`src/rtl/lvda_pio_arbiter_pkg.sv`:
```
// Shared definitions for the LVDC->LVDA PIO channel arbiter.
package lvdc_pio_pkg;

    localparam int PIO_WORD_W = 26;
    localparam int PIO_ADDR_W = 9;
    localparam int PIO_BITCNT_W = $clog2(PIO_WORD_W + 1);

    typedef enum logic [2:0] {
        IDLE,
        ARB,
        ADDR,
        SHIFT,
        WAIT_ACK,
        DONE
    } pio_state_e;

    // Width of a requester index; at least one bit even for a single requester.
    function automatic int idx_width(input int n);
        return (n > 1) ? $clog2(n) : 1;
    endfunction

endpackage

```
`src/rtl/lvda_pio_arbiter_if.sv`:
```
// Requester-side bus of the PIO arbiter: per-requester request vectors and
// the shared completion/response signals.
interface lvda_pio_arbiter_if #(
    parameter int NREQ   = 4,
    parameter int WORD_W = lvdc_pio_pkg::PIO_WORD_W,
    parameter int ADDR_W = lvdc_pio_pkg::PIO_ADDR_W
);
    logic [NREQ-1:0]        req;
    logic [NREQ-1:0]        req_rd;
    logic [NREQ*ADDR_W-1:0] req_addr;
    logic [NREQ*WORD_W-1:0] req_wdata;
    logic [NREQ-1:0]        done;
    logic [WORD_W-1:0]      rsp_rdata;
    logic                   rsp_err;

    // Requesters drive the request side and observe completions.
    modport master (
        output req, req_rd, req_addr, req_wdata,
        input  done, rsp_rdata, rsp_err
    );

    // The arbiter consumes requests and returns completions.
    modport slave (
        input  req, req_rd, req_addr, req_wdata,
        output done, rsp_rdata, rsp_err
    );
endinterface

```
`src/rtl/lvda_pio_arbiter_rr.sv`:
```
// Combinational round-robin picker: the search starts one past the last
// granted requester and wraps modulo NREQ.
module lvdc_rr_arbiter
    import lvdc_pio_pkg::*;
#(
    parameter int NREQ = 4,
    localparam int IDX_W = idx_width(NREQ)
) (
    input  logic [NREQ-1:0]  req,
    input  logic [IDX_W-1:0] last_gnt,
    output logic [NREQ-1:0]  gnt,
    output logic [IDX_W-1:0] gnt_idx,
    output logic             gnt_vld
);

    // Walk candidates from farthest to nearest so the nearest active one wins.
    always_comb begin
        int sum;
        logic [IDX_W-1:0] cand;
        gnt     = '0;
        gnt_idx = '0;
        gnt_vld = 1'b0;
        sum     = 0;
        cand    = '0;
        for (int k = NREQ; k >= 1; k--) begin
            sum  = int'(last_gnt) + k;
            cand = IDX_W'(sum % NREQ);
            if (req[cand]) begin
                gnt       = '0;
                gnt[cand] = 1'b1;
                gnt_idx   = cand;
                gnt_vld   = 1'b1;
            end
        end
    end

endmodule

```
`src/rtl/lvda_pio_arbiter.sv`:
```
// Round-robin arbiter and transaction sequencer for the single LVDC->LVDA
// PIO serial channel: address phase, full-duplex serial data phase and
// acknowledge wait with timeout.
module lvda_pio_arbiter
    import lvdc_pio_pkg::*;
#(
    parameter int NREQ        = 4,
    parameter int WORD_W      = PIO_WORD_W,
    parameter int ADDR_W      = PIO_ADDR_W,
    parameter int ACK_TIMEOUT = 64
) (
    input  logic              SIM_CLK,
    input  logic              SIM_RST,
    input  logic              bit_tick,
    lvda_pio_arbiter_if.slave bus,
    output logic              busy,
    output logic [ADDR_W-1:0] A,
    output logic              PIOV,
    output logic              SDO,
    input  logic              SDI,
    input  logic              DATAV
);

    localparam int IDX_W = idx_width(NREQ);
    localparam int TO_W  = $clog2(ACK_TIMEOUT + 1);

    pio_state_e              state;
    logic [IDX_W-1:0]        last_gnt;
    logic [IDX_W-1:0]        idx_q;
    logic [NREQ-1:0]         gnt_q;
    logic                    rd_q;
    logic [WORD_W-1:0]       sreg;
    logic [WORD_W-1:0]       rdata;
    logic [PIO_BITCNT_W-1:0] bitcnt;
    logic [TO_W-1:0]         tocnt;
    logic [NREQ-1:0]         done_q;
    logic [WORD_W-1:0]       rdata_out;
    logic                    err_out;

    logic [NREQ-1:0]   gnt;
    logic [IDX_W-1:0]  gnt_idx;
    logic              gnt_vld;
    logic [ADDR_W-1:0] sel_addr;
    logic [WORD_W-1:0] sel_wdata;
    logic              sel_rd;

    lvdc_rr_arbiter #(.NREQ(NREQ)) u_rr (
        .req      (bus.req),
        .last_gnt (last_gnt),
        .gnt      (gnt),
        .gnt_idx  (gnt_idx),
        .gnt_vld  (gnt_vld)
    );

    // Mux the winning requester's address, direction and write word.
    always_comb begin
        sel_addr  = '0;
        sel_wdata = '0;
        sel_rd    = 1'b0;
        for (int i = 0; i < NREQ; i++) begin
            if (gnt[i]) begin
                sel_addr  = bus.req_addr[i*ADDR_W +: ADDR_W];
                sel_wdata = bus.req_wdata[i*WORD_W +: WORD_W];
                sel_rd    = bus.req_rd[i];
            end
        end
    end

    // Transaction FSM; every pin-facing output is registered here. Datapath
    // registers (sreg, rdata, rd_q) are only meaningful once loaded in ARB,
    // so they are left out of reset.
    always_ff @(posedge SIM_CLK) begin
        if (SIM_RST) begin
            state     <= IDLE;
            last_gnt  <= IDX_W'(NREQ - 1);
            idx_q     <= '0;
            gnt_q     <= '0;
            bitcnt    <= '0;
            tocnt     <= '0;
            busy      <= 1'b0;
            A         <= '0;
            PIOV      <= 1'b0;
            SDO       <= 1'b0;
            done_q    <= '0;
            rdata_out <= '0;
            err_out   <= 1'b0;
        end else begin
            done_q <= '0;
            case (state)
                IDLE: begin
                    if (|bus.req) begin
                        state <= ARB;
                        busy  <= 1'b1;
                    end
                end
                ARB: begin
                    // A request that vanished since IDLE leaves nothing to serve.
                    if (gnt_vld) begin
                        gnt_q <= gnt;
                        idx_q <= gnt_idx;
                        rd_q  <= sel_rd;
                        sreg  <= sel_rd ? '0 : sel_wdata;
                        A     <= sel_addr;
                        PIOV  <= 1'b1;
                        state <= ADDR;
                    end else begin
                        busy  <= 1'b0;
                        state <= IDLE;
                    end
                end
                ADDR: begin
                    if (bit_tick) begin
                        bitcnt <= PIO_BITCNT_W'(WORD_W);
                        SDO    <= sreg[WORD_W-1];
                        state  <= SHIFT;
                    end
                end
                SHIFT: begin
                    if (bit_tick) begin
                        rdata  <= {rdata[WORD_W-2:0], SDI};
                        sreg   <= {sreg[WORD_W-2:0], 1'b0};
                        bitcnt <= bitcnt - 1'b1;
                        if (bitcnt == PIO_BITCNT_W'(1)) begin
                            A     <= '0;
                            PIOV  <= 1'b0;
                            SDO   <= 1'b0;
                            tocnt <= '0;
                            state <= WAIT_ACK;
                        end else begin
                            SDO <= sreg[WORD_W-2];
                        end
                    end
                end
                WAIT_ACK: begin
                    // DATAV takes priority over a coincident timeout tick.
                    if (DATAV) begin
                        done_q    <= gnt_q;
                        rdata_out <= rd_q ? rdata : '0;
                        err_out   <= 1'b0;
                        state     <= DONE;
                    end else if (bit_tick) begin
                        if (tocnt == TO_W'(ACK_TIMEOUT - 1)) begin
                            done_q    <= gnt_q;
                            rdata_out <= rd_q ? rdata : '0;
                            err_out   <= 1'b1;
                            state     <= DONE;
                        end else begin
                            tocnt <= tocnt + 1'b1;
                        end
                    end
                end
                DONE: begin
                    last_gnt <= idx_q;
                    busy     <= 1'b0;
                    state    <= IDLE;
                end
                default: begin
                    busy  <= 1'b0;
                    state <= IDLE;
                end
            endcase
        end
    end

    assign bus.done      = done_q;
    assign bus.rsp_rdata = rdata_out;
    assign bus.rsp_err   = err_out;

endmodule
```
`src/flat_wrapper.sv`:
```
// flat-port wrapper written by rule: the top's interface ports become plain ports
module lvda_pio_arbiter_flat import lvdc_pio_pkg::*;
#(
    parameter int NREQ        = 4,
    parameter int WORD_W      = PIO_WORD_W,
    parameter int ADDR_W      = PIO_ADDR_W,
    parameter int ACK_TIMEOUT = 64
)
  (SIM_CLK, SIM_RST, bit_tick, busy, A, PIOV, SDO, SDI, DATAV, bus_req, bus_req_rd, bus_req_addr, bus_req_wdata, bus_done, bus_rsp_rdata, bus_rsp_err);
  lvda_pio_arbiter_if #(.NREQ(NREQ), .WORD_W(WORD_W), .ADDR_W(ADDR_W)) bus_i ();
  input  logic SIM_CLK;
  input  logic SIM_RST;
  input  logic bit_tick;
  output logic busy;
  output logic [ADDR_W-1:0] A;
  output logic PIOV;
  output logic SDO;
  input  logic SDI;
  input  logic DATAV;
  input wire logic [$bits(bus_i.req)-1:0] bus_req;
  input wire logic [$bits(bus_i.req_rd)-1:0] bus_req_rd;
  input wire logic [$bits(bus_i.req_addr)-1:0] bus_req_addr;
  input wire logic [$bits(bus_i.req_wdata)-1:0] bus_req_wdata;
  output wire logic [$bits(bus_i.done)-1:0] bus_done;
  output wire logic [$bits(bus_i.rsp_rdata)-1:0] bus_rsp_rdata;
  output wire logic [$bits(bus_i.rsp_err)-1:0] bus_rsp_err;
  assign bus_i.req = bus_req;
  assign bus_i.req_rd = bus_req_rd;
  assign bus_i.req_addr = bus_req_addr;
  assign bus_i.req_wdata = bus_req_wdata;
  assign bus_done = bus_i.done;
  assign bus_rsp_rdata = bus_i.rsp_rdata;
  assign bus_rsp_err = bus_i.rsp_err;
  lvda_pio_arbiter #(.NREQ(NREQ), .WORD_W(WORD_W), .ADDR_W(ADDR_W), .ACK_TIMEOUT(ACK_TIMEOUT)) u_core (.SIM_CLK(SIM_CLK), .SIM_RST(SIM_RST), .bit_tick(bit_tick), .bus(bus_i), .busy(busy), .A(A), .PIOV(PIOV), .SDO(SDO), .SDI(SDI), .DATAV(DATAV));
endmodule
```
`config.mk`:
```
export PLATFORM = sky130hd
export DESIGN_NAME = lvda_pio_arbiter_flat
export DESIGN_NICKNAME = d
export VERILOG_FILES = /design/src/rtl/lvda_pio_arbiter_pkg.sv /design/src/rtl/lvda_pio_arbiter_if.sv /design/src/rtl/lvda_pio_arbiter_rr.sv /design/src/rtl/lvda_pio_arbiter.sv /design/src/flat_wrapper.sv
export SDC_FILE = /design/constraint.sdc
export NUM_CORES = 1
export LEC_CHECK = 0
export ABC_AREA = 1
export ABC_CLOCK_PERIOD_IN_PS = 3610
export BUFFER_PORTS_ARGS = -buffer_cell sky130_fd_sc_hd__clkbuf_2
export CAP_MARGIN = 20
export CELL_PAD_IN_SITES_DETAIL_PLACEMENT = 1
export CELL_PAD_IN_SITES_GLOBAL_PLACEMENT = 1
export CORE_ASPECT_RATIO = 0.5
export CORE_MARGIN = 2
export CORE_UTILIZATION = 25
export DETAILED_ROUTE_END_ITERATION = 16
export PLACE_DENSITY = 0.65
export SYNTH_ARGS = -nofsm -noshare
export SYNTH_HDL_FRONTEND = slang
export SYNTH_SLANG_ARGS = --single-unit
```
`constraint.sdc`:
```
create_clock -name SIM_CLK -period 3.61 [get_ports SIM_CLK]
set_input_delay 0.722 -clock SIM_CLK [delete_from_list [all_inputs] [get_ports SIM_CLK]]
set_output_delay 0.722 -clock SIM_CLK [all_outputs]
set_load 0.02 [all_outputs]
```
==> qor.txt <==
Outcome: complete, no violations
Max-Cap Viols: 0
Antenna-violating nets left: 0
Final setup viols: 0
#FFs+latches synth: 119
Power share of the combinational group: 45.0%
R2R cell count: 16
Post-Syn Instances: 934
Yosys warning count: 0
Hold Path Class: flip-flop to flip-flop
Clk sinks: 119
Slew margin rel.: 33.8%
Synth unique cells: 39
Worst hold stages: 2
Initial antenna violation count: 0
Placed Area: 7900 um2
Power density over cell area: 763 nW/um2
Die W: 234 um
VDD IR max: 0.000311 V
Worst setup path endpoint: u_core.sreg[5]
Top-area cell type share of the netlist area: 24.2%
Int Pwr: 0.00358 W
Total grt overflow: 0
CTS clk-pin slew, worst paths: 0.07 ns
Synth top area cells: edfxtp_1 24%, dfxtp_1 20%, nand2_1 17%, nand3_1 10%, a21oi_1 6.2%
Sw Ratio: 44.6%
Crit path launch: u_core.last_gnt[0]
CTS Buf Count: 17
Dominant synthesized flop cell: dfxtp_1
First-pass GRT wire length: 36,800 um
Final slew viol count: 0
CTS max path bufs: 2
DR WL/cell: 15.6 um
Post-Route WL: 22,900 um
Drt drc: 0
DP Wirelength: 17,500 um
Initial drt markers: 293
Total nets after synthesis: 1,097
Ant. Diodes: 0
Post_cts resized: 0
Die H: 119 um
Critical Path AT: 3.49 ns
Post-synthesis cell area: 6590 um2
Async set or reset register ratio after synthesis: 0%
Rows: 41
Mapped Avg Cell Area: 7.05 um2
Setup_tns: 0 ns
CP Class: flip-flop to flip-flop
Core area: 25,500 um2
Vias: 6,780
RSZ-0062 raised after global routing: false
Most common cell in the synthesized netlist: nand2_1
Worst setup EP type: flip-flop
Final nets: 1,280
Root Driver: clkbuf_16
CP Launch Type: flip-flop
Worst r2r src: u_core.last_gnt[0]
IO Port Bufs: 195
GRT Overall Usage: 17.0%
Adder-Cell Fraction of Synth Area: 1.90%
Final core occ: 33.2%
Multiplexer share of the synthesized area: 0%
Synth Area in Simple Gates: 34.4%
Area delta synth->final: 28.8%
Die Area: 27,700 um2
Final Skew: 0.0100 ns
Vias in the first global route: 7,164
Largest family of logic cells by synthesized area: simple AND/OR/NAND/NOR gates
Crit path time final: 3.20 ns
Compound-cell area share of the yosys netlist: 9.54%
Worst-Skew Late Latency: 0.42 ns
Part of the power in registers: 29.1%
Layout cells sized above 1: 24.7%
Fill count: 3,283
Hold slack: 0.452 ns
CTS tree: yes
Sw power: 0.00289 W
Post-Synth XOR/XNOR Area: 0.399%
Reg2reg setup slack: 0.41 ns
Final hold violations: 0
Initial core utilization: 25.8%
Clock power share: 25.9%
Fmax: 0.313 GHz
GPL Wtd Cong: 0.852
Leak: 4.08 nW
I/O pin total: 196
Max FO, Critical Path: 27
Yosys top cell by area: edfxtp_1
Top cells by count, synth: 293 x nand2_1, 134 x nand3_1, 91 x inv_1
Final instance area: 8480 um2
Slew at the pin closest to its max-slew limit: 0.993 ns
Post-synthesis sequential area ratio: 44.2%
Via density: 4.60
Largest net degree at the start of global routing: 38
CTS Hold Bufs: 0
Reg-to-reg endpoint: u_core.sreg[5]
Final Cycle Share: 88.6%
EDFF count, synth: 53
Post-CTS Setup Inserts: 0
Data required, critical path: 3.90 ns
H-tree levels: 4
Initial DRT Pass Iterations: 4
[cell usage in the layout (no fill, tap or decap), types with 4 or more instances in the layout]
| cell | n |
|---|---|
| clkbuf_2 | 195 |
| buf_4 | 16 |
| inv_2 | 12 |
| or2_2 | 6 |
| nor2_2 | 4 |
| a21oi_1 | 80 |
| inv_8 | 5 |
| nand3_1 | 134 |
| ha_1 | 10 |
| nor3_1 | 8 |
| dfxtp_1 | 66 |
| inv_1 | 91 |
| o21a_1 | 4 |
| clkbuf_16 | 17 |
| nand2_1 | 293 |
| nor2_1 | 71 |
| o21ai_0 | 15 |
| nand2_2 | 5 |
| edfxtp_1 | 53 |
| inv_6 | 5 |
[per-layer routing]
layer  GRT usage, %  wire length [um]  vias to the layer above
li1               -                 -                     3392
met1           21.3             10500                     3266
met2           29.9             11500                      108
met3           3.26               666                       14
met4           4.00               238                        0
met5              0                 0                        -
[cell families (layout without fill, tap and decap cells)]
| family | count (synthesis) | after routing |
|---|---|---|
| adders and majority gates | 10 | 10 |
| xor gates and xnor gates | 3 | 3 |
| buffers and inverters | 152 | 348 |
| AOI/OAI and AO/OA | 117 | 117 |
| DFF | 119 | 119 |
| and+or+nand+nor | 533 | 533 |
[power by group through the flow]
stage / clock network, W / logic, W / registers, W
2_1_floorplan: 0 / 0.00208 / 0.00193
3_3_place_gp: 0 / 0.00291 / 0.00190
3_5_place_dp: 0 / 0.00296 / 0.00191
4_1_cts: 0.00171 / 0.00297 / 0.00189
5_1_grt: 0.00179 / 0.00337 / 0.00191
6_report: 0.00167 / 0.00292 / 0.00188
[final cells by class]
type / count / area, um2 / area share [%]
Tap cell: 344 / 430 / 5.07
Timing Repair Buffer: 211 / 1100 / 12.9
Clock buffer: 17 / 425 / 5.01
Inverter: 105 / 394 / 4.65
Sequential cell: 119 / 2910 / 34.3
Multi-Input combinational cell: 663 / 3070 / 36.2
Clock inverter: 15 / 156 / 1.84
[critical path, cell delays in order (launching register included)]
cell and delay (ns):
dfxtp_1 0.54, inv_2 0.19, ha_1 0.38, inv_1 0.10
nand3_1 0.10, nand2_1 0.12, nand2_1 0.09, nand2_1 0.07
nand2_1 0.07, inv_2 0.09, nand2_2 0.06, nand2_4 0.26
inv_2 0.21, or2_4 0.28, nand2_4 0.25, nand3_1 0.14
nand2_1 0.08
[worst min path at each step]
stage	startpoint	to	slack, ns
global route	u_core.rdata[1]	u_core.rdata[2]	0.46
finish	u_core.gnt_q[3]	u_core.bus.done[3]	0.45
CTS	u_core.gnt_q[3]	u_core.bus.done[3]	0.45
global placement	u_core.rdata[22]	u_core.rdata[23]	0.43
floorplan	u_core.gnt_q[1]	u_core.bus.done[1]	0.42
detailed placement	u_core.rdata[12]	u_core.rdata[13]	0.44
[stage by stage]
step / worst slack [ns] / instances / power [W]
after global routing: 0.0693 / 1474 / 0.00707
after floorplan: 0.680 / 934 / 0.00401
final: 0.410 / 1474 / 0.00647
after CTS: 0.407 / 1474 / 0.00657
after global placement: 0.573 / 1442 / 0.00481
after detailed placement: 0.436 / 1442 / 0.00487
[flip-flops by register name, summed over array words and instances (netlist names)]
name / cells
u_core.bus.rsp_rdata: 26
u_core.rdata: 26
u_core.sreg: 26
u_core.A: 9
u_core.tocnt: 7
u_core.bitcnt: 5
u_core.bus.done: 4
u_core.gnt_q: 4
u_core.state: 3
u_core.idx_q: 2
u_core.last_gnt: 2
u_core.PIOV: 1
u_core.SDO: 1
u_core.bus.rsp_err: 1
u_core.busy: 1
u_core.rd_q: 1
Note: power is estimated with default switching activity, not from simulation.
